[config.mk]
export PLATFORM = sky130hd
export DESIGN_NAME = pulse_sequencer
export DESIGN_NICKNAME = d
export VERILOG_FILES = /design/src/rtl/pulse_sequencer_pkg.sv /design/src/rtl/pulse_sequencer_window.sv /design/src/rtl/pulse_sequencer.sv
export SDC_FILE = /design/constraint.sdc
export NUM_CORES = 1
export LEC_CHECK = 0
export BUFFER_PORTS_ARGS = -buffer_cell sky130_fd_sc_hd__buf_2
export CORE_ASPECT_RATIO = 0.7
export CORE_MARGIN = 10
export CORE_UTILIZATION = 32
export CTS_CLUSTER_SIZE = 25
export DETAILED_ROUTE_END_ITERATION = 8
export SYNTH_ARGS = -nofsm -noshare
export SYNTH_HDL_FRONTEND = slang
export SYNTH_SLANG_ARGS = --single-unit
[constraint.sdc]
create_clock -name clock -period 7.5 [get_ports clock]
set_input_delay 0.75 -clock clock [delete_from_list [all_inputs] [get_ports clock]]
set_output_delay 0.75 -clock clock [all_outputs]
set_load 0.005 [all_outputs]
[src/rtl/pulse_sequencer_pkg.sv]
// Shared definitions for the pulse sequencer: FSM state encoding and
// the helper macro that slices one channel out of a flattened config bus.
`ifndef PULSE_SEQUENCER_PKG_SV
`define PULSE_SEQUENCER_PKG_SV

// Channel i of a bus packed as consecutive w-bit fields.
`define PS_SLICE(bus, i, w) bus[(i)*(w) +: (w)]

package pulse_sequencer_pkg;

    typedef enum logic [1:0] {
        ST_IDLE = 2'd0,
        ST_RUN  = 2'd1,
        ST_DONE = 2'd2
    } state_t;

endpackage

`endif

[src/rtl/pulse_sequencer_window.sv]
// pulse_window: one channel's registered pulse window.
// Ports: clock/reset, i_count (shared tick), i_delay/i_width (channel
// config), i_run (sequence running), o_window (registered pulse bit).
module pulse_window #(
    parameter int counter_width = 8
) (
    input  logic                     clock,
    input  logic                     reset,
    input  logic [counter_width:0]   i_count,
    input  logic [counter_width-1:0] i_delay,
    input  logic [counter_width-1:0] i_width,
    input  logic                     i_run,
    output logic                     o_window
);

    logic [counter_width:0] w_begin;
    logic [counter_width:0] w_stop;
    logic                   r_window;

    // One extra bit keeps delay+width from wrapping.
    assign w_begin = {1'b0, i_delay};
    assign w_stop  = w_begin + {1'b0, i_width};

    always_ff @(posedge clock) begin
        if (reset) begin
            r_window <= 1'b0;
        end else begin
            r_window <= i_run
                     && (i_count >= w_begin)
                     && (i_count < w_stop);
        end
    end

    assign o_window = r_window;

endmodule

[src/rtl/pulse_sequencer.sv]
// pulse_sequencer: on start, each channel emits one pulse at its own
// delay/width, timed from one shared tick counter.
// Ports: clock, reset (sync, active-high), start, abort,
// delay_config/width_config (flattened per channel), channel_out,
// busy (RUN or DONE), done (one-cycle completion strobe).
module pulse_sequencer
    import pulse_sequencer_pkg::*;
#(
    parameter int channel_count = 4,
    parameter int counter_width = 8
) (
    input  logic                                   clock,
    input  logic                                   reset,
    input  logic                                   start,
    input  logic                                   abort,
    input  logic [channel_count*counter_width-1:0] delay_config,
    input  logic [channel_count*counter_width-1:0] width_config,
    output logic [channel_count-1:0]               channel_out,
    output logic                                   busy,
    output logic                                   done
);

    localparam int CW = counter_width + 1;
    localparam int BW = channel_count * counter_width;

    state_t          r_state;
    state_t          w_state_nxt;
    logic [CW-1:0]   r_cnt;
    logic [CW-1:0]   w_cnt_nxt;
    logic [CW-1:0]   r_end;
    logic [CW-1:0]   w_end_in;
    logic [BW-1:0]   r_dly;
    logic [BW-1:0]   r_wid;
    logic [BW-1:0]   w_dly;
    logic [BW-1:0]   w_wid;
    logic            w_capture;
    logic            w_run_nxt;
    logic            r_busy;
    logic            r_done;

    // Last tick of the run, over enabled channels only.
    always_comb begin : end_calc
        logic [CW-1:0] sum;
        sum      = '0;
        w_end_in = '0;
        for (int i = 0; i < channel_count; i++) begin
            sum = {1'b0, `PS_SLICE(delay_config, i, counter_width)}
                + {1'b0, `PS_SLICE(width_config, i, counter_width)};
            if ((`PS_SLICE(width_config, i, counter_width) != '0)
                && (sum > w_end_in)) begin
                w_end_in = sum;
            end
        end
    end

    always_comb begin
        w_state_nxt = r_state;
        w_cnt_nxt   = '0;
        w_capture   = 1'b0;
        unique case (r_state)
            ST_IDLE: begin
                if (start && !abort) begin
                    w_capture   = 1'b1;
                    w_state_nxt = (w_end_in == '0) ? ST_DONE : ST_RUN;
                end
            end
            ST_RUN: begin
                if (abort) begin
                    w_state_nxt = ST_IDLE;
                end else begin
                    w_cnt_nxt = r_cnt + {{counter_width{1'b0}}, 1'b1};
                    if (w_cnt_nxt == r_end) begin
                        w_state_nxt = ST_DONE;
                    end
                end
            end
            ST_DONE: begin
                w_state_nxt = ST_IDLE;
            end
            default: begin
                w_state_nxt = ST_IDLE;
            end
        endcase
    end

    always_ff @(posedge clock) begin
        if (reset) begin
            r_state <= ST_IDLE;
            r_cnt   <= '0;
            r_end   <= '0;
            r_dly   <= '0;
            r_wid   <= '0;
            r_busy  <= 1'b0;
            r_done  <= 1'b0;
        end else begin
            r_state <= w_state_nxt;
            r_cnt   <= w_cnt_nxt;
            if (w_capture) begin
                r_dly <= delay_config;
                r_wid <= width_config;
                r_end <= w_end_in;
            end
            r_busy <= (w_state_nxt != ST_IDLE);
            r_done <= (w_state_nxt == ST_DONE);
        end
    end

    // Windows are evaluated on next-cycle values so the registered
    // outputs line up with the state register (tick 0 right after start).
    assign w_dly     = w_capture ? delay_config : r_dly;
    assign w_wid     = w_capture ? width_config : r_wid;
    assign w_run_nxt = (w_state_nxt == ST_RUN);

    for (genvar g = 0; g < channel_count; g++) begin : g_ch
        pulse_window #(
            .counter_width(counter_width)
        ) u_win (
            .clock   (clock),
            .reset   (reset),
            .i_count (w_cnt_nxt),
            .i_delay (`PS_SLICE(w_dly, g, counter_width)),
            .i_width (`PS_SLICE(w_wid, g, counter_width)),
            .i_run   (w_run_nxt),
            .o_window(channel_out[g])
        );
    end

    assign busy = r_busy;
    assign done = r_done;

endmodule

==> results.sh <==
export IMPL_wirelength_mm=27.0
export IMPL_drv_cap=0
export IMPL_area_delta_synth_final_pct=17.7
export IMPL_cpLargestDelayFamily="compound AO/OA/AOI/OAI gates"
export IMPL_clockBufferDepth=2
export IMPL_ant_nets=0
export IMPL_synth_area_sq_um=8430
export IMPL_vias=7818
export IMPL_relSlewSlack=0.382
export IMPL_yosys_warnings=0
export IMPL_synth_common_cells="ha_1, nand2_1, a21oi_1"
export IMPL_die_area_sq_um=33300
export IMPL_insertion_delay_ps=360
export IMPL_yosysTopAreaCellShare=0.232
export IMPL_synth_xor_area_frac=0.0592
export IMPL_wl_per_cell_um=17.8
export IMPL_grt_max_degree=80
export IMPL_crit_buf_inv=6
export IMPL_cts_made_buffers=9
export IMPL_port_buffers=73
export IMPL_muxShareOfSynthArea=0.0413
export IMPL_synthSimpleGateAreaFrac=0.171
export IMPL_syn_nets=1285
export IMPL_fin_skew_ps=6.27
export IMPL_crit_slowest_cell="fa_1"
export IMPL_initial_core_util=0.326
export IMPL_ios=74
export IMPL_syn_avg_cell_area_sq_um=8.00
export IMPL_p_per_area_nw_per_um2=236
export IMPL_crit_required_ps=7740
export IMPL_die_x_um=214
export IMPL_dpl_hpwl_mm=21.3
export IMPL_max_freq_mhz=139
export IMPL_drc=0
export IMPL_period_needed_ps=7200
export IMPL_wl_met1_mm=13.9
export IMPL_first_global_vias=7686
export IMPL_final_nets=1386
export IMPL_setup_tns_ps=0
export IMPL_synth_fa_ha_area_frac=0.251
export IMPL_fin_crit_sh=0.960
export IMPL_drt_pass1_iter_count=6
export IMPL_switching_share=0.412
export IMPL_synthTopCellsByArea="ha_1, dfxtp_1, a21oi_1"
export IMPL_cp_max_fo=6
export IMPL_pre_cts_slack_ps=-265
export IMPL_synth_cell_types=69
export IMPL_p_seq_frac=0.222
export IMPL_cp_start_kind="primary input"
export IMPL_vias_per_cell=5.15
export IMPL_synth_compound_area_frac=0.215
export IMPL_track_usage=0.160
export IMPL_endpoint_kind="register"
export IMPL_synthArstFlopShare=0
export IMPL_p_int_w=0.00137
export IMPL_ys_seq_elements=90
export IMPL_routed_top_layer="met4"
export IMPL_ys_flop_type="dfxtp_1"
export IMPL_p_leak_nw=4.75
export IMPL_switchingPower_w=0.000962
export IMPL_vdd_drop_max_v=0.000127
export IMPL_met3_length_mm=1.67
export IMPL_drt_iter0_drc=566
export IMPL_holdBufCountCts=0
export IMPL_grt_overflow_total=0
export IMPL_clk_pin_slew_ps=70
export IMPL_cts_sinks=90
export IMPL_place_gp_congestion=0.895
export IMPL_drive_gt1_frac=0.149
export IMPL_path_class="in2reg"
export IMPL_wl_met2_mm=11.1
export IMPL_clkPwrFrac=0.222
export IMPL_slew_violations=0
export IMPL_num_rows=49
export IMPL_yosys_area_top_type="ha_1"
export IMPL_status="finished, final reports clean"
export IMPL_syn_instance_count=1053
export IMPL_grt_pass1_wl_mm=42.6
export IMPL_fp_coreArea_sq_um=25800
export IMPL_arrival_ps=7440
export IMPL_root_buffer="clkbuf_16"
export IMPL_synth_edf_count=0
export IMPL_hold_viol=0
export IMPL_synth_top_family_by_area="adder cells"
export IMPL_h_tree_depth=3
export IMPL_slowest_delay_ps=430
export IMPL_pwr_share_comb=0.555
export IMPL_worstMarginPinSlew_ps=927
export IMPL_hold_path_class="reg2reg"
export IMPL_setup_viol=0
export IMPL_yosysMostFrequentCell="ha_1"
export IMPL_die_h_um=156
export IMPL_seq_area_frac_synth=0.214
export IMPL_antenna_found_initial=1
export IMPL_setup_slack_ps=300
export IMPL_cts_tree="built"
-- timing repair --
action                                  in CTS  in global routing
buffers inserted                             0                  2
endpoints found under the setup margin       0                 14
resized for setup                            0                 21
-- sequential cells by signal, summed over array words and instances, names as in the netlist --
name and count:
r_cnt 9, g_ch.u_win.o_window 4, r_end 9, busy 1, r_state 2, r_dly 32, r_wid 32, done 1
-- worst paths after layout --
kind / start / to / slack [ps] / cells past startpoint
worst min-delay path: r_wid[15] / r_wid[15] / 460 / 2
worst max-delay path: delay_config[8] / g_ch[0].u_win.o_window / 300 / 35
worst min register to register: r_wid[15] / r_wid[15] / 460 / 2
worst max register to register: r_state[1] / g_ch[2].u_win.o_window / 3240 / 17
-- power groups by stage --
| stage | combinational [W] | sequential (W) | clock (W) |
|---|---|---|---|
| floorplan | 0.000795 | 0.000526 | 0 |
| global placement | 0.00120 | 0.000529 | 0 |
| detailed placement | 0.00120 | 0.000530 | 0 |
| CTS | 0.00121 | 0.000519 | 0.000535 |
| global route | 0.00143 | 0.000522 | 0.000553 |
| finish | 0.00130 | 0.000519 | 0.000519 |
-- worst reg2reg max path: cells and delay by family (launching register included) --
kind | cells | cell delay, ps
compound gates | 10 | 1660
mux | 1 | 390
buf+inv | 2 | 670
flops | 1 | 380
xor+xnor | 1 | 210
fa+ha+maj | 2 | 570
simple gates | 1 | 310
-- cell usage in the layout, fill, tap and decap left out, types with 5 or more instances in the layout --
master       n
a211o_1      7
a211oi_1    16
a21boi_0     7
a21o_1      19
a21oi_1    109
buf_2       73
buf_4       52
clkbuf_16    9
dfxtp_1     90
fa_1         8
ha_1       155
inv_1       67
mux2i_1     30
nand2_1    137
nand2b_1     9
nand3_1     18
nand4_1      6
nor2_1     101
nor2b_1      8
nor3_1       5
nor4_1       8
o2111ai_1    5
o211ai_1     8
o21a_1      14
o21ai_0     34
o21ai_1      5
o21bai_1    21
or4_1        7
xnor2_1     38
xor2_1      19
-- layer usage --
metal  GRT usage  up-vias
met2       0.244      227
met5           0        -
met3      0.0368       31
met4      0.0349        0
met1       0.225     3617
li1            -     3943
-- through the flow --
stage / total power [W] / hold WS [ps] / util / instances / cell area [sq um]
after floorplan: 0.00132 / 444 / - / 1053 / 8430
after CTS: 0.00226 / 466 / 0.379 / 1514 / 9790
final: 0.00234 / 463 / 0.384 / 1517 / 9910
after global routing: 0.00251 / 485 / 0.384 / 1516 / 9910
after global placement: 0.00173 / 450 / 0.367 / 1498 / 9460
after detailed placement: 0.00173 / 457 / 0.367 / 1498 / 9460
-- final cells by class --
cell class / instances / area [sq um]
Fill cell: 2710 / 15900
Multi-Input combinational cell: 861 / 6330
Sequential cell: 90 / 1800
Timing Repair Buffer: 125 / 756
Tap cell: 357 / 447
Inverter: 67 / 251
Clock buffer: 10 / 239
Clock inverter: 6 / 90.1
Antenna cell: 1 / 2.50
-- cells by family after synthesis --
group | count (synthesis)
AND/OR/NAND/NOR | 323
AO/OA/AOI/OAI | 283
adder cells (fa/ha/maj) | 164
buffers and inverters | 102
flip-flops | 90
XOR/XNOR | 57
multiplexers | 34
Note: power is estimated with default switching activity, not from simulation.
